--- src/rtl/fetch_sequencer_if.sv ---
// Bundles the sequencer's memory, control-unit and debug signals.
// The master modport is the sequencer's view; slave is the surrounding datapath.
interface fetch_sequencer_if;
    logic       run;
    logic [7:0] mem_rdata;
    logic       brnch;
    logic       selMemIn;
    logic       alu_nz;
    logic [7:0] acc_value;
    logic [7:0] mem_addr;
    logic [2:0] opcode;
    logic [4:0] imm;
    logic       exec_en;
    logic [7:0] pc;
    logic [1:0] state;

    modport master (
        input  run, mem_rdata, brnch, selMemIn, alu_nz, acc_value,
        output mem_addr, opcode, imm, exec_en, pc, state
    );

    modport slave (
        output run, mem_rdata, brnch, selMemIn, alu_nz, acc_value,
        input  mem_addr, opcode, imm, exec_en, pc, state
    );
endinterface

--- src/rtl/fetch_sequencer.sv ---
// Multi-cycle fetch/phase sequencer for the 8-bit accumulator machine.
// Owns PC and IR, steers the single shared memory address between
// instruction fetch and data access, and emits the one-cycle commit strobe.
module fetch_sequencer (
    input  logic              clk,
    input  logic              rst_n,
    fetch_sequencer_if.master bus
);
    localparam logic [1:0] FETCH  = 2'b00;
    localparam logic [1:0] DECODE = 2'b01;
    localparam logic [1:0] EXEC   = 2'b10;
    localparam logic [1:0] MEM    = 2'b11;

    localparam logic [2:0] OP_LW  = 3'b111;

    logic [1:0] state_q, state_d;
    logic [7:0] pc_q, pc_d;
    logic [7:0] ir_q, ir_d;
    logic [7:0] pc_inc;
    logic [7:0] addr;
    logic       exec_raw;
    logic       is_lw;
    logic       branch_taken;

    // Sequential increment wraps naturally at 8 bits (0xFF -> 0x00).
    assign pc_inc       = pc_q + 8'd1;
    assign is_lw        = (ir_q[7:5] == OP_LW);
    assign branch_taken = bus.brnch & bus.alu_nz;

    // Next-state, next-PC, IR capture, address steering and strobe decode.
    always_comb begin
        // NOTE: every output of this block gets a default first so no path
        // leaves a variable unassigned, which would otherwise infer a latch.
        state_d  = state_q;
        pc_d     = pc_q;
        ir_d     = ir_q;
        addr     = pc_q;
        exec_raw = 1'b0;

        case (state_q)
            FETCH: begin
                if (bus.run) begin
                    state_d = DECODE;
                end
            end
            DECODE: begin
                // Read data for the FETCH-cycle address is valid now.
                ir_d    = bus.mem_rdata;
                state_d = EXEC;
            end
            EXEC: begin
                addr = bus.selMemIn ? bus.acc_value : pc_q;
                if (is_lw) begin
                    // Load needs a second cycle for its data read.
                    state_d = MEM;
                end else begin
                    exec_raw = 1'b1;
                    // Taken branch wins over the wrap: target used verbatim.
                    pc_d     = branch_taken ? bus.acc_value : pc_inc;
                    state_d  = FETCH;
                end
            end
            MEM: begin
                addr     = bus.acc_value;
                exec_raw = 1'b1;
                pc_d     = pc_inc;
                state_d  = FETCH;
            end
            default: begin
                state_d = FETCH;
            end
        endcase
    end

    // State, PC and IR registers with synchronous active-low reset.
    always_ff @(posedge clk) begin
        // NOTE: registered state uses non-blocking assignments so all three
        // registers update together from the values seen before the edge.
        if (!rst_n) begin
            state_q <= FETCH;
            pc_q    <= 8'h00;
            ir_q    <= 8'h00;
        end else begin
            state_q <= state_d;
            pc_q    <= pc_d;
            ir_q    <= ir_d;
        end
    end

    // An instruction caught by reset in EXEC/MEM must not commit, so the
    // strobe is killed combinationally while reset is asserted.
    assign bus.exec_en  = exec_raw & rst_n;
    assign bus.mem_addr = addr;
    assign bus.opcode   = ir_q[7:5];
    assign bus.imm      = ir_q[4:0];
    assign bus.pc       = pc_q;
    assign bus.state    = state_q;
endmodule

--- src/flat_wrapper.sv ---
// flat-port wrapper written by rule: the top's interface ports become plain ports
module fetch_sequencer_flat 
  (clk, rst_n, bus_run, bus_mem_rdata, bus_brnch, bus_selMemIn, bus_alu_nz, bus_acc_value, bus_mem_addr, bus_opcode, bus_imm, bus_exec_en, bus_pc, bus_state);
  fetch_sequencer_if bus_i ();
  input  logic clk;
  input  logic rst_n;
  input wire logic [$bits(bus_i.run)-1:0] bus_run;
  input wire logic [$bits(bus_i.mem_rdata)-1:0] bus_mem_rdata;
  input wire logic [$bits(bus_i.brnch)-1:0] bus_brnch;
  input wire logic [$bits(bus_i.selMemIn)-1:0] bus_selMemIn;
  input wire logic [$bits(bus_i.alu_nz)-1:0] bus_alu_nz;
  input wire logic [$bits(bus_i.acc_value)-1:0] bus_acc_value;
  output wire logic [$bits(bus_i.mem_addr)-1:0] bus_mem_addr;
  output wire logic [$bits(bus_i.opcode)-1:0] bus_opcode;
  output wire logic [$bits(bus_i.imm)-1:0] bus_imm;
  output wire logic [$bits(bus_i.exec_en)-1:0] bus_exec_en;
  output wire logic [$bits(bus_i.pc)-1:0] bus_pc;
  output wire logic [$bits(bus_i.state)-1:0] bus_state;
  assign bus_i.run = bus_run;
  assign bus_i.mem_rdata = bus_mem_rdata;
  assign bus_i.brnch = bus_brnch;
  assign bus_i.selMemIn = bus_selMemIn;
  assign bus_i.alu_nz = bus_alu_nz;
  assign bus_i.acc_value = bus_acc_value;
  assign bus_mem_addr = bus_i.mem_addr;
  assign bus_opcode = bus_i.opcode;
  assign bus_imm = bus_i.imm;
  assign bus_exec_en = bus_i.exec_en;
  assign bus_pc = bus_i.pc;
  assign bus_state = bus_i.state;
  fetch_sequencer u_core (.clk(clk), .rst_n(rst_n), .bus(bus_i));
endmodule
--- config.mk ---
export PLATFORM = sky130hd
export DESIGN_NAME = fetch_sequencer_flat
export DESIGN_NICKNAME = d
export VERILOG_FILES = /design/src/rtl/fetch_sequencer_if.sv /design/src/rtl/fetch_sequencer.sv /design/src/flat_wrapper.sv
export SDC_FILE = /design/constraint.sdc
export NUM_CORES = 1
export LEC_CHECK = 0
export CORE_AREA = 3 3 60 51
export CTS_BUF_LIST = sky130_fd_sc_hd__clkbuf_8
export CTS_CLUSTER_DIAMETER = 100
export CTS_CLUSTER_SIZE = 12
export DETAILED_ROUTE_END_ITERATION = 7
export DIE_AREA = 0 0 63 54
export GPL_TIMING_DRIVEN = 0
export HOLD_SLACK_MARGIN = 0.06
export PLACE_DENSITY = 0.76
export SYNTH_ARGS = -nofsm -noshare
export SYNTH_HDL_FRONTEND = slang
export SYNTH_SLANG_ARGS = --single-unit
--- constraint.sdc ---
create_clock -name clk -period 2.22 [get_ports clk]
set_input_delay 0.555 -clock clk [delete_from_list [all_inputs] [get_ports clk]]
set_output_delay 0.555 -clock clk [all_outputs]
set_load 0.05 [all_outputs]
Word-level counts from Yosys, hierarchy flattened
Index checks and enable logic that the tools add are counted.
Widths: inputs -> output; s select.

storage, ports and cells
  flip-flop bits (word level) = 18
  input bits = 22
  output and inout bits = 27
  logic and storage cells = 25

cells by class
  $add $sub $neg = 1
  eq/ne operators = 6
  muxes and demuxes = 10
  bitwise operators = 2
  reduce and logical (&&, ||, !) cells = 3

operator list
  kind                 number
  $pmux 8 s2           2
  $mux 8               3
  $add 8x1->8 const B  1
  $pmux 2 s4           1
  $eq 2x2->1 const B   2
  $mux 2               2
  $ne 2x2->1 const B   2
  $eq 3x3->1 const B   1
  $and 1x1->1          2
  $eq 2x1->1 const B   1
  $logic_not 2->1      1
  $pmux 1 s2           1
  $reduce_and 2->1     1
  $reduce_bool 2->1    1
  $mux 1               1

Longest topological paths before layout
Gate-level depths: netlist of the first run.

  depth in word-level cells = 4
  gate-level depth with buffers = 6
  gate-level depth less buffers = 5

Worst setup path before layout of the first run
OpenSTA, ideal clock, no wires.

  kind = flip-flop to output port
  start = register u_core.state_q[1] (netlist: u_core.bus.state[1])
  end = output port bus_mem_addr[4]
  data arrival time = 2.136 ns
  required time = 1.665 ns
  path slack = -0.471 ns
  cell stages (with the launch flop) = 4
  path buffers = 1
  cells stage by stage = dfxtp_1 -> buf_2 -> o21ai_2 -> o21ai_0

between the ends
  cells in the longest elaborated chain, start to end = 2
  elaborated cells on any way between the ends = 3
  classes of those cells = 2 x eq/ne; 1 x mux

RTL lines
  what                      line                   RTL
  start: declaration        fetch_sequencer.sv:16  logic [1:0] state_q, state_d;
  start signal: assignment  fetch_sequencer.sv:84  state_q <= state_d;
  $eq 2x2->1                fetch_sequencer.sv:40  case (state_q)
  $pmux 8 s2 (*)            fetch_sequencer.sv:40
  end: declaration          flat_wrapper.sv:13     output wire logic [$bits(bus_i.mem_addr)-1:0] bus_mem_addr;

Mark *: on every way between the ends. The rest lies on a longest branch, timed or not.

Final worst setup path of the first run
  start = input port bus_selMemIn
  end = output port bus_mem_addr[3]

between the ends
  cells in the longest elaborated chain, start to end = 2

RTL lines
  what                line                   RTL
  start: declaration  flat_wrapper.sv:10     input wire logic [$bits(bus_i.selMemIn)-1:0] bus_selMemIn;
  $mux 8              fetch_sequencer.sv:52  addr = bus.selMemIn ? bus.acc_value : pc_q;
  $pmux 8 s2          fetch_sequencer.sv:40

Every way passes these cells.

==> qor.txt, run 1 <==
initial antenna violation count - 0
number of global-route vias before repair - 980
synthesized area - 968 sq um
DP HPWL - 2130 microns
fin crit period - 2.15 ns
clk_skew - 0.00410 ns
ant diodes - 0
Psw - 0.351 mW
final cell count without fillers - 206
Syn Area/Cell - 8.35 sq um
# placed instances - 199
Leak - 0.654 nW
layout cells sized above 1 - 0.212
post-detailed-route count of antenna-violating nets - 0
cts hold-fix bufs - 0
GRT Total Usage - 0.177
Int Pwr - 0.642 mW
Final setup viols - 0
CTS buffer count - 3
Critical Path Sink Type - output port
Placed Instance Area - 0.00149 sq mm
Max clock buf depth - 2
Synth area leader - dfxtp_1
Async S/R FF share, synth - 0
Final Cycle Share - 0.970
number of flops mapped to enable cells by yosys - 0
GP Congestion - 0.810
maximum capacitance violations - 0
top post-synthesis cells by area - dfxtp_1 (37%), mux2i_1 (10%), mux2_2 (8.1%)
CTS tree - done
I/O pin cnt - 49
Via density - 5.16
htree depth - 1
worst setup path class - primary input to output port
pwr dens - 635 mW/mm^2
Netlist cell types - 33
DR WL/cell - 14.1 microns
clock root buffer - clkbuf_8
final net count - 194
clock slew at reported path FFs - 0.07 ns
most frequent cell after synthesis - dfxtp_1
CP Max Fanout - 5
combinational power share - 0.357
largest net degree at the start of global routing - 11
total global routing overflow - 0
Max Freq - 464 MHz
clock power share - 0.272
outcome - completed
worst slew pin tran - 0.510 ns
switching part of the total - 0.353
Core Rows - 16
Post-Syn Nets - 139
flops & latches, synth - 18
Initial Utilization - 0.393
slew margin rel. - 0.659
fillers - 234
Die Ht - 54 microns
vias - 1063
RSZ-0062 raised after global routing - false
1st-iter DRT viols - 31
fin area - 0.00156 sq mm
crit path DAT - 1.60 ns
most frequent cells after synthesis - dfxtp_1 (18), nand2_1 (15), nor2_1 (13), a21oi_1 (11), mux2i_1 (10)
DR pass1 iterations - 4
Synth top area share - 0.372
PortBufs - 47
DR DRC count - 0
worst skew pair latency - 0.26 ns
synth warn - 0
first-pass GRT wire length - 4640 microns
WL final - 2900 microns
fin. max-slew vios - 0
Synth Flop Type - dfxtp_1
Max VDD drop - 0.532 mV
Crit path required time - 1.66 ns
core area - 0.00246 sq mm
Critical Path Start Type - primary input
Seq pwr share - 0.371
Seq/Total Area, Yosys - 0.372
Die ar. - 0.00340 sq mm
final count of hold timing violations - 0
Post-Syn Instances - 116
Hold Crit Class - register to register
synthesis-to-layout area growth - 61.4%
DIE WIDTH - 63 microns
clock sinks - 18
## registers in the layout (all words and copies together), names as in the netlist
| signal | flops |
|---|---|
| u_core.bus.pc | 8 |
| u_core.bus.state | 2 |
| u_core.ir_q | 8 |
## final timing paths
kind | startpoint | endpoint | slack [ns] | cells past startpoint
worst min register to register | u_core.ir_q[0] | u_core.ir_q[0] | 0.49 | 2
worst max register to register | u_core.bus.state[1] | u_core.bus.pc[0] | 0.68 | 6
worst max-delay path | bus_selMemIn | bus_mem_addr[3] | 0.07 | 5
worst min-delay path | u_core.ir_q[0] | u_core.ir_q[0] | 0.49 | 2
## per-stage QoR
| stage | TNS (ns) | power [mW] | util | hold WS [ns] | setup WS [ns] |
|---|---|---|---|---|---|
| final | 0 | 0.992 | 0.635 | 0.494 | 0.0658 |
| after global routing | 0 | 1.04 | 0.635 | 0.523 | 0.00528 |
| after CTS | 0 | 0.999 | 0.632 | 0.501 | 0.0561 |
| after detailed placement | -7.14 | 0.721 | 0.605 | 0.483 | -0.876 |
| after global placement | -6.99 | 0.714 | 0.605 | 0.473 | -0.860 |
| after floorplan | 0 | 0.594 | - | 0.616 | 0.0421 |
## critical path: stages
cell	delay, ns
buf_2	0.15
o21ai_4	0.23
buf_4	0.15
mux2_2	0.33
buf_4	0.19
## cell type report
class / count / area, sq um / area share
inverter: 4 / 15.0 / 0.00961
multi-input combinational: 88 / 586 / 0.375
tap: 36 / 45.0 / 0.0288
sequential: 18 / 364 / 0.233
buffer: 6 / 35.0 / 0.0224
clock buffer: 4 / 55.1 / 0.0352
timing repair buffer: 50 / 463 / 0.296
## cells by family (layout without fill, tap and decap cells)
logic type / Yosys count / count (layout) / share of synthesized area
flip-flops: 18 / 18 / 0.372
adder cells (fa/ha/maj): 1 / 1 / 0.0129
multiplexers: 17 / 17 / 0.185
AO/OA/AOI/OAI: 26 / 27 / 0.168
buffers and inverters: 11 / 64 / 0.0530
AND/OR/NAND/NOR: 43 / 43 / 0.209
## timing repair
item | CTS | global route
buffers inserted | 3 | 0
endpoints found under the setup margin | 9 | 1
cloned | 1 | 0
pin swaps | 1 | 0
gates resized for setup | 54 | 3
## per-layer routing
metal	share of wire	track usage	wire length, microns
met1	0.44	0.215	1290
met2	0.49	0.322	1440
met3	0.053	0.0438	153
met4	0.0072	0.0330	21
met5	0	0	0
## layout by cell type, fill, tap and decap left out, types with 2 or more instances in the layout
master	n
a21oi_1	11
buf_2	6
buf_4	5
buf_6	2
clkbuf_1	3
clkbuf_4	2
clkbuf_8	4
clkdlybuf4s50_1	37
dfxtp_1	17
inv_1	4
mux2_2	7
mux2i_1	10
nand2_1	15
nand3_1	3
nor2_1	13
o21ai_0	2
o21ai_4	2
o22ai_1	4
## power groups by stage
| stage | registers, mW | logic (mW) | clock network (mW) |
|---|---|---|---|
| finish | 0.368 | 0.354 | 0.270 |
| global placement | 0.371 | 0.344 | 0 |
| CTS | 0.368 | 0.354 | 0.277 |
| floorplan | 0.443 | 0.151 | 0 |
| global route | 0.371 | 0.376 | 0.291 |
| detailed placement | 0.372 | 0.349 | 0 |
(Power assumes the default switching activity.)
==> inputs of run 2 (changes only) <==
--- a/config.mk
+++ b/config.mk
@@ -5,15 +5,15 @@
 export SDC_FILE = /design/constraint.sdc
 export NUM_CORES = 1
 export LEC_CHECK = 0
-export CORE_AREA = 3 3 60 51
+export CORE_AREA = 3 3 66 56
 export CTS_BUF_LIST = sky130_fd_sc_hd__clkbuf_8
 export CTS_CLUSTER_DIAMETER = 100
 export CTS_CLUSTER_SIZE = 12
 export DETAILED_ROUTE_END_ITERATION = 7
-export DIE_AREA = 0 0 63 54
+export DIE_AREA = 0 0 69 59
 export GPL_TIMING_DRIVEN = 0
 export HOLD_SLACK_MARGIN = 0.06
-export PLACE_DENSITY = 0.76
+export SLEW_MARGIN = 20
 export SYNTH_ARGS = -nofsm -noshare
 export SYNTH_HDL_FRONTEND = slang
 export SYNTH_SLANG_ARGS = --single-unit
==> qor.txt, run 2 (synthesis results as in run 1) <==
outcome - completed
DP HPWL - 2100 microns
commonest non-fill, non-tap cell in the layout - clkdlybuf4s50_1
worst skew pair latency - 0.25 ns
DR pass1 iterations - 4
clock root buffer - clkbuf_8
initial antenna violation count - 0
DR WL met3 - 121 microns
layout cells sized above 1 - 0.196
final net count - 193
Max clock buf depth - 2
GRT Total Usage - 0.144
ant diodes - 0
crit path DAT - 1.63 ns
Max Freq - 458 MHz
DR WL/cell - 13.3 microns
hold slack - 0.492 ns
# placed instances - 203
met2 WL - 1330 microns
largest net degree at the start of global routing - 11
worst setup path class - primary input to output port
maximum capacitance violations - 0
commonest cells after routing, fill and taps aside - clkdlybuf4s50_1 (37), dfxtp_1 (17), nand2_1 (15), nor2_1 (13), a21oi_1 (11)
Via density - 4.91
Final setup viols - 0
Leak - 0.657 nW
uppermost layer routed - met4
Initial Utilization - 0.316
post-detailed-route count of antenna-violating nets - 0
slew margin rel. - 0.657
Core Rows - 18
synthesis-to-layout area growth - 61.9%
worst slew pin tran - 0.513 ns
Final Cycle Share - 0.984
Hold Crit Class - register to register
first-pass GRT wire length - 4750 microns
fin crit period - 2.18 ns
Critical Path Start Type - primary input
number of global-route vias before repair - 992
RSZ-0062 raised after global routing - false
core area - 0.00306 sq mm
pwr dens - 606 mW/mm^2
clk_skew - 0.00271 ns
I/O pin cnt - 49
Hold Path Origin - u_core.ir_q[3]
1st-iter DRT viols - 56
Die Ht - 59 microns
M1 WL - 1290 microns
Crit path required time - 1.66 ns
fin. max-slew vios - 0
CTS tree - done
clock slew at reported path FFs - 0.06 ns
PortBufs - 47
DIE WIDTH - 69 microns
clock sinks - 18
WL final - 2760 microns
total global routing overflow - 0
final cell count without fillers - 208
Max VDD drop - 0.492 mV
GP Congestion - 0.759
Die ar. - 0.00407 sq mm
CP Max Fanout - 5
Critical Path Sink Type - output port
TNS Setup - 0 ns
final count of hold timing violations - 0
htree depth - 1
DR DRC count - 0
Crit. Startpoint - bus_selMemIn
worst flop-to-flop path startpoint - u_core.bus.state[1]
CTS buffer count - 3
vias - 1021
==> run 2: cell types whose count changed in the layout (fill, tap and decap cells not counted), sizes merged <==
cell	previous run	this run
dlygate4sd2	0	1
clkbuf	9	6
clkdlybuf4s15	1	0
buf	13	15
o21ai	5	4
==> run 2: final timing paths <==
check                                        end  slack (ns)  cells past startpoint
worst min-delay path              u_core.ir_q[3]        0.49                      2
worst max-delay path             bus_mem_addr[1]        0.04                      5
worst max register to register  u_core.bus.pc[0]        0.73                      6
worst min register to register    u_core.ir_q[3]        0.49                      2
==> run 2: metal layers <==
metal | vias up | global-route usage
li1 | 518 | -
met1 | 476 | 0.182
met2 | 25 | 0.258
met3 | 2 | 0.0339
met4 | 0 | 0.0251
met5 | - | 0
==> run 2: area by class of cell <==
| type | instances | area, sq um |
|---|---|---|
| Inverter | 4 | 15.0 |
| Buffer | 6 | 32.5 |
| Sequential cell | 18 | 362 |
| Tap cell | 40 | 50.0 |
| Clock buffer | 3 | 41.3 |
| Fill cell | 311 | 1500 |
| Timing Repair Buffer | 50 | 498 |
| Multi-Input combinational cell | 87 | 569 |
==> run 2: power by group <==
| part | total [mW] | internal (mW) | switching (mW) |
|---|---|---|---|
| sequential | 0.365 | 0.345 | 0.0205 |
| combinational | 0.359 | 0.147 | 0.212 |
| clock | 0.226 | 0.120 | 0.106 |
==> run 2: through the flow <==
step / worst slack (ns) / instance area (sq um) / util / total power [mW]
final: 0.0360 / 1570 / 0.512 / 0.951
after floorplan: 0.0421 / 973 / - / 0.594
after CTS: 0.0281 / 1570 / 0.511 / 0.956
after detailed placement: -0.877 / 1490 / 0.488 / 0.721
after global placement: -0.881 / 1490 / 0.488 / 0.718
after global routing: 0.00879 / 1570 / 0.512 / 0.996
==> run 2: worst max-delay path: stages <==
cell           delay [ns]
dlygate4sd2_1        0.26
o21ai_4              0.18
buf_6                0.14
mux2_2               0.34
buf_6                0.15
==> run 2: what timing repair did <==
action	in CTS	in global routing
resized for setup	63	1
hold buffers	0	0
setup endpoints to repair	9	1
endpoints found under the hold margin	0	0
gates cloned	0	0
setup buffers	3	0
pin swaps	1	0
==> inputs of run 3 (changes only) <==
==> constraint.sdc (replaced) <==
create_clock -name clk -period 2.22 [get_ports clk]
set_input_delay 0.333 -clock clk [delete_from_list [all_inputs] [get_ports clk]]
set_output_delay 0.333 -clock clk [all_outputs]
set_load 0.05 [all_outputs]
==> qor.txt, run 3 (synthesis results as in run 1) <==
# placed instances - 203
DR pass1 iterations - 4
combinational power share - 0.349
final net count - 193
first-pass GRT wire length - 4860 microns
fin crit period - 2.16 ns
commonest cells after routing, fill and taps aside - clkdlybuf4s50_1 (38), dfxtp_1 (17), nand2_1 (15), nor2_1 (13), a21oi_1 (11)
Int Pwr - 0.635 mW
switching part of the total - 0.351
CTS tree - done
number of global-route vias before repair - 1013
Seq pwr share - 0.375
Psw - 0.343 mW
Max VDD drop - 0.309 mV
Final Cycle Share - 0.973
total global routing overflow - 0
CP Max Fanout - 7
Hold Crit Class - primary input to register
core area - 0.00306 sq mm
Initial Utilization - 0.316
outcome - completed
DR WL/cell - 14.0 microns
Worst R2R Setup Slack - 0.68 ns
PortBufs - 47
Post-Place Worst Slack - -0.386 ns
layout cells sized above 1 - 0.154
clock root buffer - clkbuf_8
slowest stage delay, CP - 0.44 ns
slew margin rel. - 0.654
commonest non-fill, non-tap cell in the layout - clkdlybuf4s50_1
Core Rows - 18
1st-iter DRT viols - 53
DIE WIDTH - 69 microns
htree depth - 1
pwr dens - 635 mW/mm^2
Max clock buf depth - 2
TNS Setup - 0 ns
DR DRC count - 0
fin area - 0.00154 sq mm
synthesis-to-layout area growth - 59.2%
post-detailed-route count of antenna-violating nets - 0
Crit path required time - 1.89 ns
clock slew at reported path FFs - 0.07 ns
Max Freq - 463 MHz
DP HPWL - 2220 microns
crit path DAT - 1.83 ns
Leak - 0.660 nW
post-layout util - 0.503
final cell count without fillers - 209
fin. max-slew vios - 0
Via density - 4.97
ant diodes - 0
worst setup path class - primary input to output port
clock power share - 0.275
initial antenna violation count - 0
setup ws final - 0.0599 ns
I/O pin cnt - 49
Die ar. - 0.00407 sq mm
Critical Path Start Type - primary input
critical path, cell by cell - clkdlybuf4s50_1 > o21ai_4 > mux2_2 > dlygate4sd2_1
Final setup viols - 0
fillers - 316
CTS buffer count - 3
slowest cell on the critical path - clkdlybuf4s50_1
vias - 1038
Placed Instance Area - 0.00149 sq mm
cts hold-fix bufs - 0
clk_skew - 0.00891 ns
maximum capacitance violations - 0
GRT Total Usage - 0.147
Die Ht - 59 microns
clock sinks - 18
GP Congestion - 0.755
hold slack - 0.480 ns
worst slew pin tran - 0.518 ns
largest net degree at the start of global routing - 11
Critical Path Sink Type - output port
total design power - 0.978 mW
final count of hold timing violations - 0
WL final - 2930 microns
worst skew pair latency - 0.26 ns
## run 3: cell count changes in the layout (fill, tap and decap cells not counted)
cell / change
buf_6: -9
dlygate4sd2_1: +4
and2_1: +1
and2_2: -1
buf_2: +1
buf_4: +1
clkbuf_1: +1
clkbuf_2: +1
clkbuf_8: +1
clkdlybuf4s50_1: +1
o21ai_1: +1
o21ai_2: -1
## run 3: metal layers
layer,wire length [microns],share of wire,vias up,track usage
met3,78,0.027,2,0.0322
met4,24,0.0082,0,0.0334
met5,0,0,-,0
met1,1370,0.47,504,0.189
met2,1460,0.50,19,0.255
li1,-,-,513,-
## run 3: path summary, 6_finish.rpt
path,start,endpoint,cells past startpoint
max,bus_selMemIn,bus_mem_addr[0],4
min,rst_n,u_core.bus.pc[4],2
max reg2reg,u_core.bus.state[1],u_core.bus.pc[0],6
min reg2reg,u_core.ir_q[0],u_core.ir_q[0],2
## run 3: power groups by stage
stage	combinational [mW]	sequential (mW)	clock, mW
finish	0.342	0.367	0.269
global route	0.365	0.371	0.290
CTS	0.343	0.367	0.276
floorplan	0.150	0.443	0
global placement	0.344	0.372	0
detailed placement	0.348	0.373	0
## run 3: critical path, delay by kind of cell
kind	cells	cell delay [ns]
AOI/OAI and AO/OA	1	0.27
buffers and inverters	2	0.86
muxes	1	0.37
## run 3: layout make-up
class / count / area (sq um) / share of cell area
Tap cell: 40 / 50.0 / 0.0325
Buffer: 7 / 36.3 / 0.0235
Inverter: 4 / 15.0 / 0.00974
Sequential cell: 18 / 362 / 0.235
Clock buffer: 4 / 55.1 / 0.0357
Multi-Input combinational cell: 87 / 564 / 0.366
Timing Repair Buffer: 49 / 459 / 0.298
## run 3: repair_timing
item	4_1_cts	5_1_grt
resized for setup	21	4
pin swaps	1	1
setup endpoints to repair	9	6
buffers inserted	1	1
gates cloned	0	0
